### config.mk
export PLATFORM = sky130hd
export DESIGN_NAME = uart_cmd_master
export DESIGN_NICKNAME = d
export VERILOG_FILES = /design/src/rtl/uart_cmd_pkg.sv /design/src/rtl/uart_cmd_master.sv
export SDC_FILE = /design/constraint.sdc
export NUM_CORES = 1
export LEC_CHECK = 0
export CORE_MARGIN = 2
export CORE_UTILIZATION = 44
export CTS_CLUSTER_SIZE = 16
export DETAILED_ROUTE_END_ITERATION = 7
export PLACE_DENSITY = 0.75
export SYNTH_ARGS = -nofsm -noshare
export SYNTH_HDL_FRONTEND = slang
export SYNTH_SLANG_ARGS = --single-unit
### constraint.sdc
create_clock -name sys_clk -period 1.2 [get_ports sys_clk]
set_input_delay 0.3 -clock sys_clk [delete_from_list [all_inputs] [get_ports sys_clk]]
set_output_delay 0.3 -clock sys_clk [all_outputs]
set_load 0.02 [all_outputs]
### src/rtl/uart_cmd_pkg.sv
// -----------------------------------------------------------------------------
// uart_cmd_pkg
// Shared definitions for the single-byte UART command protocol initiator:
//   - transaction op encoding (OP_CMD, OP_WR, OP_RD, OP_RSV)
//   - command byte bases understood by the board MCU responder; each base is
//     combined with an index 0-7 in the low three bits (see cmd_byte)
//   - the latched request record and the initiator FSM state encoding
// -----------------------------------------------------------------------------
package uart_cmd_pkg;

  // Transaction types
  localparam logic [1:0] OP_CMD = 2'd0;  // command byte only
  localparam logic [1:0] OP_WR  = 2'd1;  // command byte + data byte
  localparam logic [1:0] OP_RD  = 2'd2;  // command byte, then one response byte
  localparam logic [1:0] OP_RSV = 2'd3;  // reserved, completes with err

  // Command byte bases; low three bits carry the index
  localparam logic [7:0] CMD_CLK_HI = 8'h10;
  localparam logic [7:0] CMD_CLK_LO = 8'h11;
  localparam logic [7:0] CMD_RST_HI = 8'h12;
  localparam logic [7:0] CMD_RST_LO = 8'h13;
  localparam logic [7:0] CMD_PIN_RD = 8'h20;
  localparam logic [7:0] CMD_PIN_WR = 8'h30;
  localparam logic [7:0] CMD_REG_WR = 8'h40;
  localparam logic [7:0] CMD_REG_RD = 8'h50;

  // Builds a command byte from a base and an index 0-7
  function automatic logic [7:0] cmd_byte(input logic [7:0] base, input logic [2:0] idx);
    return {base[7:3], idx};
  endfunction

  // Request captured when a transaction is accepted
  typedef struct packed {
    logic [1:0] op;
    logic [7:0] cmd;
    logic [7:0] wdata;
  } req_t;

  typedef enum logic [2:0] {
    ST_IDLE,
    ST_SEND_CMD,
    ST_WAIT_CMD,
    ST_SEND_DATA,
    ST_WAIT_DATA,
    ST_GAP,
    ST_WAIT_RESP,
    ST_DONE
  } state_t;

endpackage

### src/rtl/uart_cmd_master.sv
// -----------------------------------------------------------------------------
// uart_cmd_master
// Host-side initiator for the single-byte UART command protocol. One local
// transaction (command byte, optional data byte, optional response byte) is
// turned into bytes on the byte interface of an external UART owned by the
// parent; the response byte is returned on rdata.
//
// Optional feature macro: UART_CMD_MASTER_TIMEOUT_EN
//   defined   : WAIT_RESP gives up after TIMEOUT_CYCLES cycles (done, err=1)
//   undefined : WAIT_RESP waits forever, no timeout counter exists
//
// Parameters
//   GAP_CYCLES      idle cycles inserted after every transmitted byte
//   TIMEOUT_CYCLES  response wait limit (timeout build only)
//
// Ports
//   sys_clk   in      clock, all logic on posedge
//   sys_rst   in      synchronous active-high reset
//   start     in      1-cycle request pulse, taken only while idle
//   op        in  2   OP_CMD / OP_WR / OP_RD / OP_RSV
//   cmd       in  8   command byte
//   wdata     in  8   data byte for OP_WR
//   busy      out     transaction in progress
//   done      out     1-cycle completion pulse
//   err       out     with done: timeout or reserved op
//   rdata     out 8   response byte, held until the next OP_RD completes
//   tx_start  out     1-cycle send pulse to the byte UART
//   tx_data   out 8   byte to send, held while the UART is busy
//   tx_busy   in      byte UART busy, rises the cycle after tx_start
//   rx_valid  in      byte UART receive flag (level); rising edge = new byte
//   rx_data   in  8   received byte
// -----------------------------------------------------------------------------
module uart_cmd_master
  import uart_cmd_pkg::*;
#(
  parameter int unsigned GAP_CYCLES     = 16,
  parameter int unsigned TIMEOUT_CYCLES = 1000000
) (
  input  logic       sys_clk,
  input  logic       sys_rst,
  input  logic       start,
  input  logic [1:0] op,
  input  logic [7:0] cmd,
  input  logic [7:0] wdata,
  output logic       busy,
  output logic       done,
  output logic       err,
  output logic [7:0] rdata,
  output logic       tx_start,
  output logic [7:0] tx_data,
  input  logic       tx_busy,
  input  logic       rx_valid,
  input  logic [7:0] rx_data
);

  localparam int unsigned GAP_W = (GAP_CYCLES > 1) ? $clog2(GAP_CYCLES) : 1;
  localparam logic [GAP_W-1:0] GAP_LAST = GAP_W'((GAP_CYCLES == 0) ? 0 : GAP_CYCLES - 1);

  state_t           state;
  state_t           gap_next;    // where GAP goes once it has run out
  state_t           byte_next;   // successor of the byte just finished
  req_t             req;
  logic             wait_first;  // tx_busy is not yet valid in the first WAIT cycle
  logic             err_pend;    // err value to present with done
  logic [GAP_W-1:0] gap_cnt;
  logic             rx_valid_q;
  logic             rx_rise;

`ifdef UART_CMD_MASTER_TIMEOUT_EN
  localparam int unsigned RESP_W = (TIMEOUT_CYCLES > 0) ? $clog2(TIMEOUT_CYCLES + 1) : 1;
  localparam logic [RESP_W-1:0] RESP_LAST = RESP_W'((TIMEOUT_CYCLES == 0) ? 0 : TIMEOUT_CYCLES - 1);
  logic [RESP_W-1:0] resp_cnt;
`endif

  assign rx_rise = rx_valid & ~rx_valid_q;

  // After the command byte the op decides; after the data byte we are done.
  always_comb begin
    // NOTE: default first so every path assigns byte_next and no latch is inferred.
    byte_next = ST_DONE;
    if (state == ST_WAIT_CMD) begin
      case (req.op)
        OP_WR:   byte_next = ST_SEND_DATA;
        OP_RD:   byte_next = ST_WAIT_RESP;
        default: byte_next = ST_DONE;
      endcase
    end
  end

  // NOTE: all state here uses non-blocking assignments so every register sees
  // the pre-edge values of the others, independent of statement order.
  always_ff @(posedge sys_clk) begin
    if (sys_rst) begin
      state      <= ST_IDLE;
      gap_next   <= ST_IDLE;
      req        <= '0;
      wait_first <= 1'b0;
      err_pend   <= 1'b0;
      gap_cnt    <= '0;
      rx_valid_q <= 1'b0;
      busy       <= 1'b0;
      done       <= 1'b0;
      err        <= 1'b0;
      rdata      <= 8'h00;
      tx_start   <= 1'b0;
      tx_data    <= 8'h00;
`ifdef UART_CMD_MASTER_TIMEOUT_EN
      resp_cnt   <= '0;
`endif
    end else begin
      rx_valid_q <= rx_valid;
      done       <= 1'b0;
      tx_start   <= 1'b0;
`ifdef UART_CMD_MASTER_TIMEOUT_EN
      // Holding the counter at zero outside WAIT_RESP clears it on entry.
      if (state != ST_WAIT_RESP) resp_cnt <= '0;
`endif

      case (state)
        ST_IDLE: begin
          if (start) begin
            req  <= '{op: op, cmd: cmd, wdata: wdata};
            busy <= 1'b1;
            if (op == OP_RSV) begin
              err_pend <= 1'b1;
              state    <= ST_DONE;
            end else begin
              err_pend <= 1'b0;
              state    <= ST_SEND_CMD;
            end
          end
        end

        ST_SEND_CMD: begin
          if (!tx_busy) begin
            tx_start   <= 1'b1;
            tx_data    <= req.cmd;
            wait_first <= 1'b1;
            state      <= ST_WAIT_CMD;
          end
        end

        ST_SEND_DATA: begin
          if (!tx_busy) begin
            tx_start   <= 1'b1;
            tx_data    <= req.wdata;
            wait_first <= 1'b1;
            state      <= ST_WAIT_DATA;
          end
        end

        ST_WAIT_CMD, ST_WAIT_DATA: begin
          if (wait_first) begin
            wait_first <= 1'b0;
          end else if (!tx_busy) begin
            if (GAP_CYCLES == 0) begin
              state <= byte_next;
            end else begin
              gap_cnt  <= '0;
              gap_next <= byte_next;
              state    <= ST_GAP;
            end
          end
        end

        ST_GAP: begin
          if (gap_cnt == GAP_LAST) state <= gap_next;
          else                     gap_cnt <= gap_cnt + 1'b1;
        end

        ST_WAIT_RESP: begin
          // An edge coinciding with entry was seen while still in GAP and is lost.
          if (rx_rise) begin
            rdata    <= rx_data;
            err_pend <= 1'b0;
            state    <= ST_DONE;
          end
`ifdef UART_CMD_MASTER_TIMEOUT_EN
          else if (resp_cnt == RESP_LAST) begin
            err_pend <= 1'b1;
            state    <= ST_DONE;
          end else if (resp_cnt != '1) begin
            resp_cnt <= resp_cnt + 1'b1;
          end
`endif
        end

        ST_DONE: begin
          done  <= 1'b1;
          busy  <= 1'b0;
          err   <= err_pend;
          state <= ST_IDLE;
        end

        default: state <= ST_IDLE;
      endcase
    end
  end

endmodule

==> results.py, run 1 <==
metrics = {
    "place": {
        "port_buffers": 50,
        "routabilityCongestion": 0.808,
        "dpl.hpwl_um": 3540,
    },
    "yosys": {
        "synth_ff_type": "dfxtp_1",
        "ys_seq_area_frac": 0.472,
        "synthMuxAreaShare": 0.0926,
        "synth_edf_count": 0,
        "async_reset_ff_frac": 0,
        "synth.avg_cell_area_um2": 8.93,
        "synth_simple_gate_area_share": 0.209,
        "synth_adder_area_share": 0.00579,
        "netlist_area_um2": 2160,
        "synth_compound_area_frac": 0.155,
        "synth-seq-cells": 51,
        "postSynthCellCount": 242,
        "synth_top_family_by_area": "simple AND/OR/NAND/NOR gates",
        "synth_cell_types": 40,
        "ys_warn_count": 0,
        "synth.net_count": 274,
        "synth_xor_area_frac": 0.0116,
    },
    "flow_run": {
        "maxCapViolations": 0,
    },
    "worst_hold_path": {
        "hold_path.class": "in -> reg",
    },
    "critical_path": {
        "crit_type": "reg -> reg",
        "rrSetupSlack_ns": -0.17,
        "critPathRequiredTime_ns": 1.41,
        "critPathMaxStageDelay_ns": 0.40,
        "cp.arrival_ns": 1.59,
        "slowest_stage": "dfxtp_4",
        "critPathLaunchType": "register",
        "crit_fanout": 7,
        "cp-end-kind": "register",
        "crit_chain": "xnor2_2, or3_4, o211a_4, a311oi_2",
    },
    "floorplanning": {
        "fp.dieH_um": 74.1,
        "start_util": 0.457,
        "rows": 25,
        "boundaryPins": 51,
        "die_area_um2": 5490,
        "die_width_um": 74.1,
        "coreArea_um2": 4720,
    },
    "layout": {
        "num_antenna_cells": 0,
        "final_common_cell": "dfxtp_1",
        "final_nets": 356,
        "layout_common_cells": "dfxtp_1 (45), nand2_1 (43), buf_4 (31)",
        "drive_above_1_share": 0.351,
        "synthToLayoutAreaGrowth_pct": 50.4,
    },
    "detailed_routing": {
        "detail-route-antenna-nets": 0,
        "drt_wl_total_um": 5490,
        "vias": 1991,
        "wl_per_cell_um": 14.0,
        "drtIter0Drc": 100,
        "first_pass_iters": 4,
        "via_per_inst": 5.08,
        "drc_errors": 0,
    },
    "sta": {
        "drv_slew": 0,
        "period_needed_ns": 1.37,
        "slew_headroom": 0.776,
        "rsz0062_at_grt": "true",
        "hold_ws_ns": 0.321,
        "finalSetupViolations": 44,
        "finalHoldViolations": 0,
        "tns_ns": -5.76,
        "fin_ws_ns": -0.174,
        "timing.fmax_mhz": 728,
        "worst_slew_pin_slew_ns": 0.333,
        "fin_crit_sh": 1.14,
        "fin_skew_ns": 0.00671,
    },
    "clocking": {
        "clk_pin_slew_ns": 0.09,
        "cts.sinks": 51,
        "hold_buffers": 0,
        "cts_root_buffer": "clkbuf_8",
        "cts_buffers": 5,
        "cts_tree": "yes",
        "clk_latency_ns": 0.30,
        "cts_buffer_depth": 2,
        "cts.htree.levels": 2,
    },
    "power": {
        "sequentialPowerShare": 0.386,
        "leakage_nw": 1.31,
        "pwr-share-comb": 0.409,
        "p_int_mw": 3.89,
        "p_sw_frac": 0.344,
        "peakVddDrop_v": 0.000942,
        "power.density_nw_per_um2": 1820,
        "clkPwrFrac": 0.204,
        "p_switching_mw": 2.04,
    },
    "global_routing": {
        "antenna_found_initial": 0,
        "overflow": 0,
        "grt_pass1_wl_um": 8910,
        "groute.usage.overall": 0.211,
        "grt_start_max_net_pins": 34,
        "grt_pass1_vias": 1954,
    },
    "run_status": {
        "violations": "setup timing",
        "status": "finished with violations",
    },
}
[layer usage]
layer	vias to the layer above	routed length [um]	share of wire	global-route usage
met3	11	196	0.036	0.0447
met4	0	104	0.019	0.0606
met5	-	0	0	0
met1	938	2440	0.44	0.277
met2	43	2750	0.50	0.351
li1	999	-	-	-
[logic make-up (layout without fill, tap and decap cells)]
kind of cell | Yosys count | count (layout)
muxes | 20 | 20
AOI/OAI and AO/OA | 50 | 50
adders and majority gates | 1 | 1
xor gates and xnor gates | 2 | 2
DFF | 51 | 51
and+or+nand+nor | 97 | 97
buffers and inverters | 21 | 104
[Yosys cell counts (2+ instances only)]
| master | number | area share |
|---|---|---|
| clkbuf_1 | 7 | 0.012 |
| a21oi_1 | 22 | 0.051 |
| o21bai_1 | 2 | 0.0069 |
| a311oi_1 | 3 | 0.012 |
| dfxtp_1 | 51 | 0.47 |
| nor4_1 | 2 | 0.0058 |
| buf_2 | 2 | 0.0046 |
| inv_1 | 4 | 0.0069 |
| o21ai_0 | 5 | 0.012 |
| nand2b_1 | 5 | 0.014 |
| nand2_1 | 43 | 0.075 |
| nand3_1 | 4 | 0.0093 |
| or3_1 | 3 | 0.0087 |
| buf_4 | 3 | 0.010 |
| buf_6 | 3 | 0.016 |
| nor3_4 | 2 | 0.015 |
| a211oi_1 | 10 | 0.035 |
| mux2i_1 | 20 | 0.093 |
| and3_1 | 2 | 0.0058 |
| nor2_1 | 29 | 0.050 |
[worst paths after layout]
kind	startpoint	endpoint	cells past startpoint
worst max-delay path	state[2]$_SDFFE_PP0P_	state[0]$_SDFFE_PP0P_	4
worst max register to register	state[2]$_SDFFE_PP0P_	state[0]$_SDFFE_PP0P_	4
worst min-delay path	sys_rst	gap_cnt[2]$_SDFFE_PP0P_	2
worst min register to register	req[6]$_SDFFE_PP0P_	req[6]$_SDFFE_PP0P_	2
[power groups by stage]
stage / registers, mW / clock network [mW] / logic (mW)
after global routing: 2.33 / 1.31 / 2.62
final: 2.29 / 1.21 / 2.43
after floorplan: 2.32 / 0 / 1.12
after global placement: 2.28 / 0 / 1.95
after CTS: 2.27 / 1.24 / 2.22
after detailed placement: 2.29 / 0 / 2.00
[flip-flops by register name (all words and copies together) (netlist names)]
register	cells
err_pend	1
done	1
busy	1
tx_start	1
wait_first	1
rx_valid_q	1
state	3
req	18
gap_next	3
gap_cnt	4
err	1
tx_data	8
rdata	8
[timing repair]
action	CTS	global route
endpoints found under the setup margin	66	49
gates resized for setup	113	25
pin swaps	5	7
buffers inserted	3	0
gates cloned	3	1
[critical path, delay by kind of cell, from the launching register on]
family | cells | cell delay (ns)
simple gates | 1 | 0.38
xor+xnor | 1 | 0.15
flops | 1 | 0.40
compound gates | 2 | 0.36
[stage by stage]
| stage | utilization | setup WS (ns) | cells | instance area [um2] | total power, mW |
|---|---|---|---|---|---|
| 5_1_grt | 0.688 | -0.228 | 392 | 3250 | 6.26 |
| 3_5_place_dp | 0.625 | -0.528 | 377 | 2950 | 4.29 |
| 2_1_floorplan | - | -0.166 | 242 | 2170 | 3.44 |
| 3_3_place_gp | 0.625 | -0.457 | 377 | 2950 | 4.24 |
| 4_1_cts | 0.666 | -0.168 | 391 | 3150 | 5.73 |
| 6_report | 0.688 | -0.174 | 392 | 3250 | 5.93 |
[final cells by class]
type | count | area, um2
fillers | 365 | 1470
multi-input cells | 170 | 1210
flip-flops and latches | 51 | 1030
repair buffers | 91 | 786
well taps | 67 | 83.8
clock buffers | 5 | 68.8
clock inverters | 3 | 46.3
inverters | 5 | 18.8
(Power assumes the default switching activity.)
==> run 2: changes to the inputs <==
Settings changed: CORE_UTILIZATION 44 to 55, DONT_BUFFER_PORTS from default to 1, GPL_ROUTABILITY_DRIVEN from default to 0, HOLD_SLACK_MARGIN from default to 0.05, PLACE_DENSITY 0.75 to 0.73.
==> run 2 against run 1 <==
The run still ends with setup timing left. Die area shrank 19%. Cell count shrank 19%. Combinational power shrank 13%. Utilization grew 8.1 points. Routed wire length shrank 2.8%. Critical path depth is the same. Via count shrank 9.9%. Setup slack lost 0.028 ns. Highest routed layer unchanged.
==> results.py, run 2 (synthesis gave the netlist of run 1 again) <==
metrics = {
    "floorplanning": {
        "boundaryPins": 51,
        "coreArea_um2": 3720,
        "rows": 22,
        "fp.dieH_um": 66.7,
        "die_area_um2": 4450,
        "start_util": 0.581,
        "die_width_um": 66.7,
    },
    "global_routing": {
        "grt_pass1_wl_um": 7720,
        "groute.usage.overall": 0.237,
        "grt_start_max_net_pins": 52,
        "antenna_found_initial": 0,
        "overflow": 0,
        "grt_pass1_vias": 1647,
    },
    "sta": {
        "fin_crit_sh": 1.17,
        "rsz0062_at_grt": "true",
        "finalHoldViolations": 0,
        "period_needed_ns": 1.40,
        "fin_skew_ns": 0.0113,
        "timing.fmax_mhz": 713,
        "fin_ws_ns": -0.202,
        "worst_slew_pin_slew_ns": 0.278,
        "slew_headroom": 0.809,
        "finalSetupViolations": 45,
        "hold_ws_ns": 0.0426,
        "drv_slew": 0,
    },
    "detailed_routing": {
        "vias": 1794,
        "via_per_inst": 5.68,
        "drc_errors": 0,
        "drtIter0Drc": 121,
        "wl_per_cell_um": 16.9,
        "drt_wl_total_um": 5340,
        "first_pass_iters": 4,
        "detail-route-antenna-nets": 0,
    },
    "critical_path": {
        "cp.arrival_ns": 1.63,
        "crit_fanout": 5,
        "slowest_stage": "dfxtp_4",
        "cp-end-kind": "register",
        "critPathRequiredTime_ns": 1.42,
        "timing.rr.start": "state[1]$_SDFFE_PP0P_",
        "crit_chain": "xnor2_2, or3_4, o211a_4, a311oi_2",
        "reg2reg_to": "state[0]$_SDFFE_PP0P_",
        "critPathLaunchType": "register",
        "critPathCapture": "state[0]$_SDFFE_PP0P_",
        "reg2regPathDepth": 4,
        "crit_type": "reg -> reg",
        "critPathMaxStageDelay_ns": 0.39,
        "rrSetupSlack_ns": -0.20,
        "cp-startpoint": "state[1]$_SDFFE_PP0P_",
    },
    "run_status": {
        "status": "finished with violations",
        "violations": "setup timing",
    },
    "place": {
        "place_area_um2": 2340,
        "dpl.hpwl_um": 3040,
        "port_buffers": 0,
    },
    "clocking": {
        "clk_pin_slew_ns": 0.09,
        "cts_root_buffer": "clkbuf_8",
        "cts_buffers": 5,
        "cts.sinks": 51,
        "cts.htree.levels": 2,
        "cts_buffer_depth": 2,
        "hold_buffers": 3,
        "cts_tree": "yes",
        "clk_latency_ns": 0.31,
    },
    "layout": {
        "finish.instance_area_um2": 2860,
        "max_flop_register": "req",
        "largest_reg_flops": 18,
        "fillers": 247,
        "drive_above_1_share": 0.362,
        "num_antenna_cells": 0,
        "top_regs": "req x18, rdata x8, tx_data x8",
        "final_nets": 299,
        "layout_common_cells": "dfxtp_1 (47), nand2_1 (31), nor2_1 (26)",
        "final_common_cell": "dfxtp_1",
        "synthToLayoutAreaGrowth_pct": 32.3,
    },
    "worst_hold_path": {
        "hold_path.class": "in -> reg",
    },
    "power": {
        "power.density_nw_per_um2": 2080,
        "peakVddDrop_v": 0.00104,
        "leakage_nw": 1.09,
    },
    "flow_run": {
        "maxCapViolations": 0,
    },
}
## run 2: worst min-delay path by stage
stage | start | to | cells past startpoint
after detailed placement | tx_busy | tx_start$_SDFF_PP0_ | 1
after global routing | sys_rst | gap_cnt[2]$_SDFFE_PP0P_ | 1
final | sys_rst | wait_first$_SDFFE_PP0P_ | 1
after CTS | sys_rst | req[6]$_SDFFE_PP0P_ | 1
after floorplan | tx_busy | tx_start$_SDFF_PP0_ | 1
after global placement | sys_rst | wait_first$_SDFFE_PP0P_ | 1
## run 2: layout make-up
type,instances,area (um2),share of cell area
inverter,5,23.8,0.00832
timing repair buffer,34,334,0.117
tap,48,60.1,0.0210
clock buffer,6,72.6,0.0254
multi-input combinational,170,1270,0.446
clock inverter,2,60.1,0.0210
sequential,51,1030,0.362
## run 2: critical path, delay by kind of cell (launching register included)
family,cells,cell delay (ns)
AOI/OAI and AO/OA,2,0.40
xor gates and xnor gates,1,0.15
DFF,1,0.39
and+or+nand+nor,1,0.38
## run 2: power by group
part	internal (mW)	leakage [nW]	total, mW	switching, mW
Clock	0.833	0.0654	1.39	0.561
Combinational	1.06	0.610	2.11	1.05
Sequential	2.04	0.418	2.44	0.395
## run 2: what timing repair did
action,in CTS,in global routing
resized for setup,29,47
buffers inserted,5,1
hold endpoints to repair,4,30
gates cloned,1,0
pin swaps,7,20
setup endpoints to repair,46,47
## run 2: per-layer routing
| layer | GRT usage | vias to the layer above | part of all wire |
|---|---|---|---|
| li1 | - | 883 | - |
| met1 | 0.311 | 834 | 0.41 |
| met2 | 0.368 | 65 | 0.49 |
| met3 | 0.0693 | 12 | 0.072 |
| met4 | 0.0918 | 0 | 0.023 |
| met5 | 0 | - | 0 |
## run 2: per-stage QoR
step	util	std cells	setup TNS [ns]	worst slack (ns)	power, mW
after floorplan	-	242	-4.02	-0.166	3.44
after global placement	0.631	298	-6.93	-0.223	3.87
after detailed placement	0.631	298	-8.23	-0.247	3.90
after CTS	0.719	315	-3.53	-0.185	5.58
after global routing	0.769	316	-7.06	-0.265	6.24
final	0.769	316	-4.16	-0.202	5.94
